File: config.mk
export PLATFORM = sky130hd
export DESIGN_NAME = hdmi_pattern_gen
export DESIGN_NICKNAME = d
export VERILOG_FILES = /design/src/rtl/hdmi_pkg.sv /design/src/rtl/video_timing_gen.sv /design/src/rtl/hdmi_pattern_gen.sv
export SDC_FILE = /design/constraint.sdc
export NUM_CORES = 1
export LEC_CHECK = 0
export CAP_MARGIN = 10
export CORE_MARGIN = 4
export CORE_UTILIZATION = 40
export CTS_BUF_LIST = sky130_fd_sc_hd__clkbuf_8
export DETAILED_ROUTE_END_ITERATION = 10
export GPL_TIMING_DRIVEN = 1
export HOLD_SLACK_MARGIN = 0.15
export MAX_ROUTING_LAYER = met4
export SYNTH_ARGS = -nofsm -noshare
export SYNTH_HDL_FRONTEND = slang
export SYNTH_HIERARCHICAL = 1
export SYNTH_SLANG_ARGS = --single-unit
File: constraint.sdc
create_clock -name sys_clk -period 2.6 [get_ports sys_clk]
set_input_delay 0.26 -clock sys_clk [delete_from_list [all_inputs] [get_ports sys_clk]]
set_output_delay 0.26 -clock sys_clk [all_outputs]
set_load 0.02 [all_outputs]
File: src/rtl/hdmi_pkg.sv
// Shared definitions for the HDMI test-pattern source: pattern mode codes,
// the colour-bar enable table and a constant-friendly clog2.
package hdmi_pkg;

   localparam logic [1:0] MODE_SOLID    = 2'd0;
   localparam logic [1:0] MODE_BARS     = 2'd1;
   localparam logic [1:0] MODE_CHECKER  = 2'd2;
   localparam logic [1:0] MODE_GRADIENT = 2'd3;

   // {R,G,B} full-scale enables; index 0 = white ... index 7 = black
   localparam logic [7:0][2:0] BAR_TABLE = {
      3'b000, 3'b001, 3'b100, 3'b101, 3'b010, 3'b011, 3'b110, 3'b111
   };

   function automatic int clog2(input int n);
      int r;
      r = 0;
      while ((1 << r) < n) r++;
      return r;
   endfunction

endpackage

File: src/rtl/video_timing_gen.sv
// Raster counters for the pattern source: h/v position, raw (unregistered)
// active-video and sync qualifiers, and line/frame end strobes.
module video_timing_gen
   import hdmi_pkg::*;
#(
   parameter int H_ACTIVE = 640,
   parameter int H_FP     = 16,
   parameter int H_SYNC   = 96,
   parameter int H_BP     = 48,
   parameter int V_ACTIVE = 480,
   parameter int V_FP     = 10,
   parameter int V_SYNC   = 2,
   parameter int V_BP     = 33,
   localparam int H_TOTAL = H_ACTIVE + H_FP + H_SYNC + H_BP,
   localparam int V_TOTAL = V_ACTIVE + V_FP + V_SYNC + V_BP,
   localparam int CW_H    = clog2(H_TOTAL),
   localparam int CW_V    = clog2(V_TOTAL)
) (
   input  logic            sys_clk_i,
   input  logic            reset_n_i,
   output logic [CW_H-1:0] h_o,
   output logic [CW_V-1:0] v_o,
   output logic            de_o,
   output logic            hsyncAct_o,
   output logic            vsyncAct_o,
   output logic            lineEnd_o,
   output logic            frameEnd_o
);

   localparam logic [CW_H-1:0] H_LAST     = CW_H'(H_TOTAL - 1);
   localparam logic [CW_V-1:0] V_LAST     = CW_V'(V_TOTAL - 1);
   localparam logic [CW_H-1:0] H_ACT_END  = CW_H'(H_ACTIVE);
   localparam logic [CW_V-1:0] V_ACT_END  = CW_V'(V_ACTIVE);
   localparam logic [CW_H-1:0] HS_START   = CW_H'(H_ACTIVE + H_FP);
   localparam logic [CW_H-1:0] HS_END     = CW_H'(H_ACTIVE + H_FP + H_SYNC);
   localparam logic [CW_V-1:0] VS_START   = CW_V'(V_ACTIVE + V_FP);
   localparam logic [CW_V-1:0] VS_END     = CW_V'(V_ACTIVE + V_FP + V_SYNC);

   logic [CW_H-1:0] hCnt_q, hCnt_d;
   logic [CW_V-1:0] vCnt_q, vCnt_d;

   always_comb begin
      hCnt_d = hCnt_q + 1'b1;
      vCnt_d = vCnt_q;
      if (hCnt_q == H_LAST) begin
         hCnt_d = '0;
         vCnt_d = (vCnt_q == V_LAST) ? '0 : vCnt_q + 1'b1;
      end
   end

   always_ff @(posedge sys_clk_i) begin
      if (!reset_n_i) begin
         hCnt_q <= '0;
         vCnt_q <= '0;
      end else begin
         hCnt_q <= hCnt_d;
         vCnt_q <= vCnt_d;
      end
   end

   assign h_o        = hCnt_q;
   assign v_o        = vCnt_q;
   assign de_o       = (hCnt_q < H_ACT_END) && (vCnt_q < V_ACT_END);
   assign hsyncAct_o = (hCnt_q >= HS_START) && (hCnt_q < HS_END);
   // vsync depends on the line only, so it spans whole lines
   assign vsyncAct_o = (vCnt_q >= VS_START) && (vCnt_q < VS_END);
   assign lineEnd_o  = (hCnt_q == H_LAST);
   assign frameEnd_o = (hCnt_q == H_LAST) && (vCnt_q == V_LAST);

endmodule

File: src/rtl/hdmi_pattern_gen.sv
// Video timing plus test-pattern source for the HDMI transceiver; mode changes
// land on frame boundaries. Define HDMI_PATTERN_MOTION_EN to scroll patterns.
module hdmi_pattern_gen
   import hdmi_pkg::*;
#(
   parameter int H_ACTIVE   = 640,
   parameter int H_FP       = 16,
   parameter int H_SYNC     = 96,
   parameter int H_BP       = 48,
   parameter int V_ACTIVE   = 480,
   parameter int V_FP       = 10,
   parameter int V_SYNC     = 2,
   parameter int V_BP       = 33,
   parameter bit HSYNC_POL  = 1'b0,
   parameter bit VSYNC_POL  = 1'b0,
   parameter int COLOR_W    = 8,
   parameter int CHECK_LOG2 = 5,
   localparam int H_TOTAL   = H_ACTIVE + H_FP + H_SYNC + H_BP,
   localparam int V_TOTAL   = V_ACTIVE + V_FP + V_SYNC + V_BP,
   localparam int CW_H      = clog2(H_TOTAL),
   localparam int CW_V      = clog2(V_TOTAL)
) (
   input  logic                 sys_clk,
   input  logic                 reset_n,
   input  logic [1:0]           mode,
   input  logic [3*COLOR_W-1:0] solid_rgb,
   output logic [COLOR_W-1:0]   red,
   output logic [COLOR_W-1:0]   green,
   output logic [COLOR_W-1:0]   blue,
   output logic                 hsync,
   output logic                 vsync,
   output logic                 de,
   output logic                 frame_start,
   output logic [CW_H-1:0]      hcount,
   output logic [CW_V-1:0]      vcount
);

   localparam int BAR_W = H_ACTIVE / 8;
   localparam int PW    = clog2(BAR_W) + 1;
   localparam logic [PW-1:0]   BAR_PIX_LAST = PW'(BAR_W - 1);
   localparam logic [CW_H-1:0] X_LAST       = CW_H'(H_ACTIVE - 1);

   logic [CW_H-1:0] h;
   logic [CW_V-1:0] v;
   logic            deNow, hsAct, vsAct, lineEnd, frameEnd;

   video_timing_gen #(
      .H_ACTIVE (H_ACTIVE), .H_FP (H_FP), .H_SYNC (H_SYNC), .H_BP (H_BP),
      .V_ACTIVE (V_ACTIVE), .V_FP (V_FP), .V_SYNC (V_SYNC), .V_BP (V_BP)
   ) uTiming (
      .sys_clk_i  (sys_clk),
      .reset_n_i  (reset_n),
      .h_o        (h),
      .v_o        (v),
      .de_o       (deNow),
      .hsyncAct_o (hsAct),
      .vsyncAct_o (vsAct),
      .lineEnd_o  (lineEnd),
      .frameEnd_o (frameEnd)
   );

   logic [1:0]         mode_q;
   logic [CW_H-1:0]    x;
   logic [2:0]         barIdx_q, barIdx_d, barLoadIdx, barEn;
   logic [PW-1:0]      barPix_q, barPix_d, barLoadPix;
   logic [COLOR_W-1:0] red_d, green_d, blue_d;
   logic [COLOR_W-1:0] red_q, green_q, blue_q;
   logic               hsync_q, vsync_q, de_q, fs_q;
   logic [CW_H-1:0]    hcount_q;
   logic [CW_V-1:0]    vcount_q;

   // One column step of a bar position; the last bar absorbs the remainder
   function automatic logic [PW+2:0] barStep(input logic [2:0] idx, input logic [PW-1:0] pix);
      if (idx == 3'd7) return {idx, pix};
      if (pix == BAR_PIX_LAST) return {idx + 3'd1, {PW{1'b0}}};
      return {idx, pix + 1'b1};
   endfunction

`ifdef HDMI_PATTERN_MOTION_EN
   localparam logic [CW_H:0] X_WRAP = (CW_H+1)'(H_ACTIVE);

   logic [CW_H-1:0] off_q, off_d;
   logic [2:0]      offIdx_q, offIdx_d;
   logic [PW-1:0]   offPix_q, offPix_d;
   logic [CW_H:0]   xSum;

   // The offset carries its own bar position so each line can preload it
   always_comb begin
      off_d    = off_q;
      offIdx_d = offIdx_q;
      offPix_d = offPix_q;
      if (frameEnd) begin
         if (off_q == X_LAST) begin
            off_d    = '0;
            offIdx_d = '0;
            offPix_d = '0;
         end else begin
            off_d                = off_q + 1'b1;
            {offIdx_d, offPix_d} = barStep(offIdx_q, offPix_q);
         end
      end
   end

   always_ff @(posedge sys_clk) begin
      if (!reset_n) begin
         off_q    <= '0;
         offIdx_q <= '0;
         offPix_q <= '0;
      end else begin
         off_q    <= off_d;
         offIdx_q <= offIdx_d;
         offPix_q <= offPix_d;
      end
   end

   assign xSum       = {1'b0, h} + {1'b0, off_q};
   assign x          = (xSum >= X_WRAP) ? CW_H'(xSum - X_WRAP) : CW_H'(xSum);
   assign barLoadIdx = offIdx_d;
   assign barLoadPix = offPix_d;
`else
   assign x          = h;
   assign barLoadIdx = '0;
   assign barLoadPix = '0;
`endif

   always_comb begin
      {barIdx_d, barPix_d} = barStep(barIdx_q, barPix_q);
      if (x == X_LAST) begin
         barIdx_d = '0;
         barPix_d = '0;
      end
      if (lineEnd) begin
         barIdx_d = barLoadIdx;
         barPix_d = barLoadPix;
      end
   end

   always_comb begin
      red_d   = '0;
      green_d = '0;
      blue_d  = '0;
      barEn   = BAR_TABLE[barIdx_q];
      if (deNow) begin
         case (mode_q)
            MODE_SOLID:   {red_d, green_d, blue_d} = solid_rgb;
            MODE_BARS: begin
               red_d   = {COLOR_W{barEn[2]}};
               green_d = {COLOR_W{barEn[1]}};
               blue_d  = {COLOR_W{barEn[0]}};
            end
            MODE_CHECKER: begin
               if (x[CHECK_LOG2] ^ v[CHECK_LOG2]) begin
                  red_d   = '1;
                  green_d = '1;
                  blue_d  = '1;
               end
            end
            MODE_GRADIENT: begin
               red_d   = COLOR_W'(x);
               green_d = COLOR_W'(v);
               blue_d  = COLOR_W'(x) + COLOR_W'(v);
            end
         endcase
      end
   end

   always_ff @(posedge sys_clk) begin
      if (!reset_n) begin
         mode_q   <= MODE_SOLID;
         barIdx_q <= '0;
         barPix_q <= '0;
         red_q    <= '0;
         green_q  <= '0;
         blue_q   <= '0;
         hsync_q  <= ~HSYNC_POL;
         vsync_q  <= ~VSYNC_POL;
         de_q     <= 1'b0;
         fs_q     <= 1'b0;
         hcount_q <= '0;
         vcount_q <= '0;
      end else begin
         if (frameEnd) mode_q <= mode;
         barIdx_q <= barIdx_d;
         barPix_q <= barPix_d;
         red_q    <= red_d;
         green_q  <= green_d;
         blue_q   <= blue_d;
         hsync_q  <= hsAct ? HSYNC_POL : ~HSYNC_POL;
         vsync_q  <= vsAct ? VSYNC_POL : ~VSYNC_POL;
         de_q     <= deNow;
         fs_q     <= (h == '0) && (v == '0);
         hcount_q <= h;
         vcount_q <= v;
      end
   end

   assign red         = red_q;
   assign green       = green_q;
   assign blue        = blue_q;
   assign hsync       = hsync_q;
   assign vsync       = vsync_q;
   assign de          = de_q;
   assign frame_start = fs_q;
   assign hcount      = hcount_q;
   assign vcount      = vcount_q;

endmodule
==> flow_summary.json <==
{
  "status": "finished, final reports clean",
  "min_period_ns": 2.31,
  "async_reset_ff_share_pct": 0,
  "dpl_worst_slack_ns": 0.375,
  "grt_use_total_pct": 17.4,
  "setup_ws_ns": 0.293,
  "p_per_area_nw_per_um2": 514,
  "synth-main-ff-cell": "dfxtp_1",
  "cp.arrival_ns": 2.60,
  "hold_violations": 0,
  "postCtsSetupBuffers": 0,
  "area_growth_pct": 28.9,
  "peakVddDrop_v": 0.000217,
  "clk_latency_ns": 0.35,
  "yosysUniqueCellTypes": 59,
  "initial_core_util_pct": 41.5,
  "netlist_area_um2": 3890,
  "top_level_ports": 76,
  "period_share_pct": 88.7,
  "clock_path_buffers": 2,
  "yosysMostFrequentCell": "dfxtp_1",
  "cts-root-buf": "clkbuf_8",
  "cts_made_buffers": 9,
  "worstMarginPinSlew_ns": 0.640,
  "crit_chain": "ha_1 -> nand4_1 -> buf_4 -> or4_4 -> or3_1 -> a21oi_2",
  "min_from": "barPix_q[1]$_SDFFE_PP0P_",
  "holdPathStages": 2,
  "grt_max_degree": 30,
  "clk_pin_slew_ns": 0.09,
  "rsz0062_at_grt": "false",
  "die_h_um": 107,
  "postRouteAntennaNets": 0,
  "yosysTopAreaCellShare_pct": 43.3,
  "firstDrtPassIters": 5,
  "num_vias": 3311,
  "core-area_um2": 9370,
  "avgRoutedWirePerCell_um": 15.1,
  "fill_cells": 911,
  "rr_startpoint": "uTiming/h_o[1]$_SDFF_PP0_",
  "yosys_warnings": 6,
  "met2_length_um": 4120,
  "slowest_delay_ns": 0.56,
  "drt-vias-per-instance": 5.16,
  "clock-sinks": 84,
  "start_kind": "register",
  "drt-initial-drc-count": 321,
  "max_freq_mhz": 433,
  "synth_common_cells": "84 x dfxtp_1, 42 x o21ai_0, 40 x and2_1",
  "place.gp.congestion": 0.894,
  "post-route-drc-count": 0,
  "setup-violations-final": 0,
  "antenna_found_initial": 0,
  "grt_pass1_vias": 3080,
  "rr_worst_depth": 6,
  "h-tree-depth": 3,
  "min_path_type": "reg -> reg",
  "tns_ns": 0,
  "seq_area_frac_synth_pct": 43.3,
  "m1WireLength_um": 4640,
  "p_leak_uw": 0.00192,
  "skew_ns": 0.00839,
  "portBuffers": 75,
  "wl_um": 9690,
  "wl_met3_um": 657,
  "synth.area.top_cells": "dfxtp_1 43%, and2_1 6.4%, o21ai_0 5.4%, ha_1 4.5%, xnor2_1 3.2%",
  "crit_path_end_kind": "register",
  "cpMaxStageDelayCell": "dfxtp_1",
  "cp_data_required_time_ns": 2.89,
  "grt-ovfl-total": 0,
  "grt_pass1_wl_um": 15400,
  "ys_ff_latch": 84,
  "avgSynthCellArea_um2": 9.13,
  "r2r_end": "uTiming/v_o[6]$_SDFFE_PN0P_",
  "syn_inst": 426,
  "topRoutingLayerUsed": "met4",
  "synth_edf_count": 0,
  "slew_headroom_pct": 57.3,
  "synth_largest_area_cell": "dfxtp_1",
  "dpl.hpwl_um": 6880,
  "tritoncts": "built",
  "r2r_slack_ns": 0.29,
  "synth_nets": 469,
  "num_antenna_cells": 0,
  "drive_gt1_share_pct": 9.55,
  "crit_type": "reg -> reg",
  "die-area_um2": 11400,
  "hold_buffers": 0,
  "worst_hold_path.endpoint": "barPix_q[1]$_SDFFE_PP0P_",
  "maxSlewViolCount": 0,
  "final_nets": 551,
  "drv_cap": 0,
  "std_cell_rows": 35,
  "worstPathMaxFanout": 10,
  "cts-resized-gates": 0,
  "die_w_um": 107
}
==> power by group <==
part	internal, uW	switching, uW	total, uW
Clock	548	491	1040
Combinational	107	95.1	203
Sequential	1320	18.6	1340
Total	1970	605	2580
==> metal layers <==
| layer | up-vias | GRT usage (%) |
|---|---|---|
| li1 | 1662 | - |
| met1 | 1494 | 23.3 |
| met2 | 128 | 25.9 |
| met3 | 27 | 3.01 |
| met4 | 0 | 7.85 |
| met5 | - | - |
==> layout by cell type (no fill, tap or decap), types with 11 or more instances in the layout <==
cell	Yosys	layout
nand4_1	11	11
inv_1	12	12
xnor2_1	14	14
nand2_1	18	18
a21oi_1	22	22
buf_4	0	16
dfxtp_1	84	84
ha_1	14	14
o21ai_0	42	42
clkdlybuf4s50_1	0	75
and2_1	40	40
nor2_1	29	29
==> cell type report <==
class	count	area (um2)	area share, %
multi-input combinational	310	2030	40.5
clock buffer	9	124	2.47
tap	129	161	3.22
sequential	84	1680	33.6
timing repair buffer	91	871	17.4
clock inverter	7	98.8	1.97
inverter	12	45.0	0.899
==> worst max path at each step <==
| stage | endpoint | from | depth (start not counted) | slack (ns) |
|---|---|---|---|---|
| after CTS | uTiming/v_o[6]$_SDFFE_PN0P_ | uTiming/h_o[1]$_SDFF_PP0_ | 6 | 0.34 |
| after floorplan | barPix_q[0]$_SDFFE_PP0P_ | uTiming/h_o[5]$_SDFF_PP0_ | 10 | 0.40 |
| after global placement | uTiming/v_o[6]$_SDFFE_PN0P_ | uTiming/h_o[1]$_SDFF_PP0_ | 6 | 0.40 |
| after detailed placement | uTiming/v_o[6]$_SDFFE_PN0P_ | uTiming/h_o[1]$_SDFF_PP0_ | 6 | 0.38 |
| final | uTiming/v_o[6]$_SDFFE_PN0P_ | uTiming/h_o[1]$_SDFF_PP0_ | 6 | 0.29 |
| after global routing | blue[6]$_SDFF_PN0_ | uTiming/h_o[0]$_SDFF_PP0_ | 8 | 0.19 |
==> through the flow <==
stage	hold WS (ns)	instances	area [um2]	total power, uW	util, %
global placement	0.481	626	4790	1570	51.1
floorplan	0.387	426	3890	1460	-
CTS	0.497	642	5010	2610	53.5
detailed placement	0.485	626	4790	1570	51.1
finish	0.491	642	5010	2580	53.5
global route	0.542	642	5010	2680	53.5
==> sequential cells by signal, summed over array words and instances (netlist names) <==
| signal | count |
|---|---|
| de | 1 |
| hcount | 10 |
| mode_q | 2 |
| frame_start | 1 |
| vsync | 1 |
| hsync | 1 |
| barIdx_q | 3 |
| vcount | 10 |
| barEn | 3 |
| uTiming/v_o | 10 |
| green | 8 |
| uTiming/h_o | 10 |
| red | 8 |
| barPix_q | 8 |
| blue | 8 |
==> worst max-delay path: cells and delay by family, from the launching register on <==
kind,cells,cell delay (ns)
flops,1,0.56
fa+ha+maj,1,0.31
compound gates,1,0.13
buf+inv,1,0.20
simple gates,3,1.05
==> kinds of logic after synthesis <==
| kind of cell | count (synthesis) | share of synthesized area (%) |
|---|---|---|
| xor gates and xnor gates | 22 | 4.96 |
| AOI/OAI and AO/OA | 97 | 15.0 |
| DFF | 84 | 43.3 |
| buffers and inverters | 32 | 4.54 |
| adders and majority gates | 15 | 5.02 |
| muxes | 7 | 1.87 |
| and+or+nand+nor | 169 | 25.3 |
No activity file was read; power rests on OpenSTA's default activity.
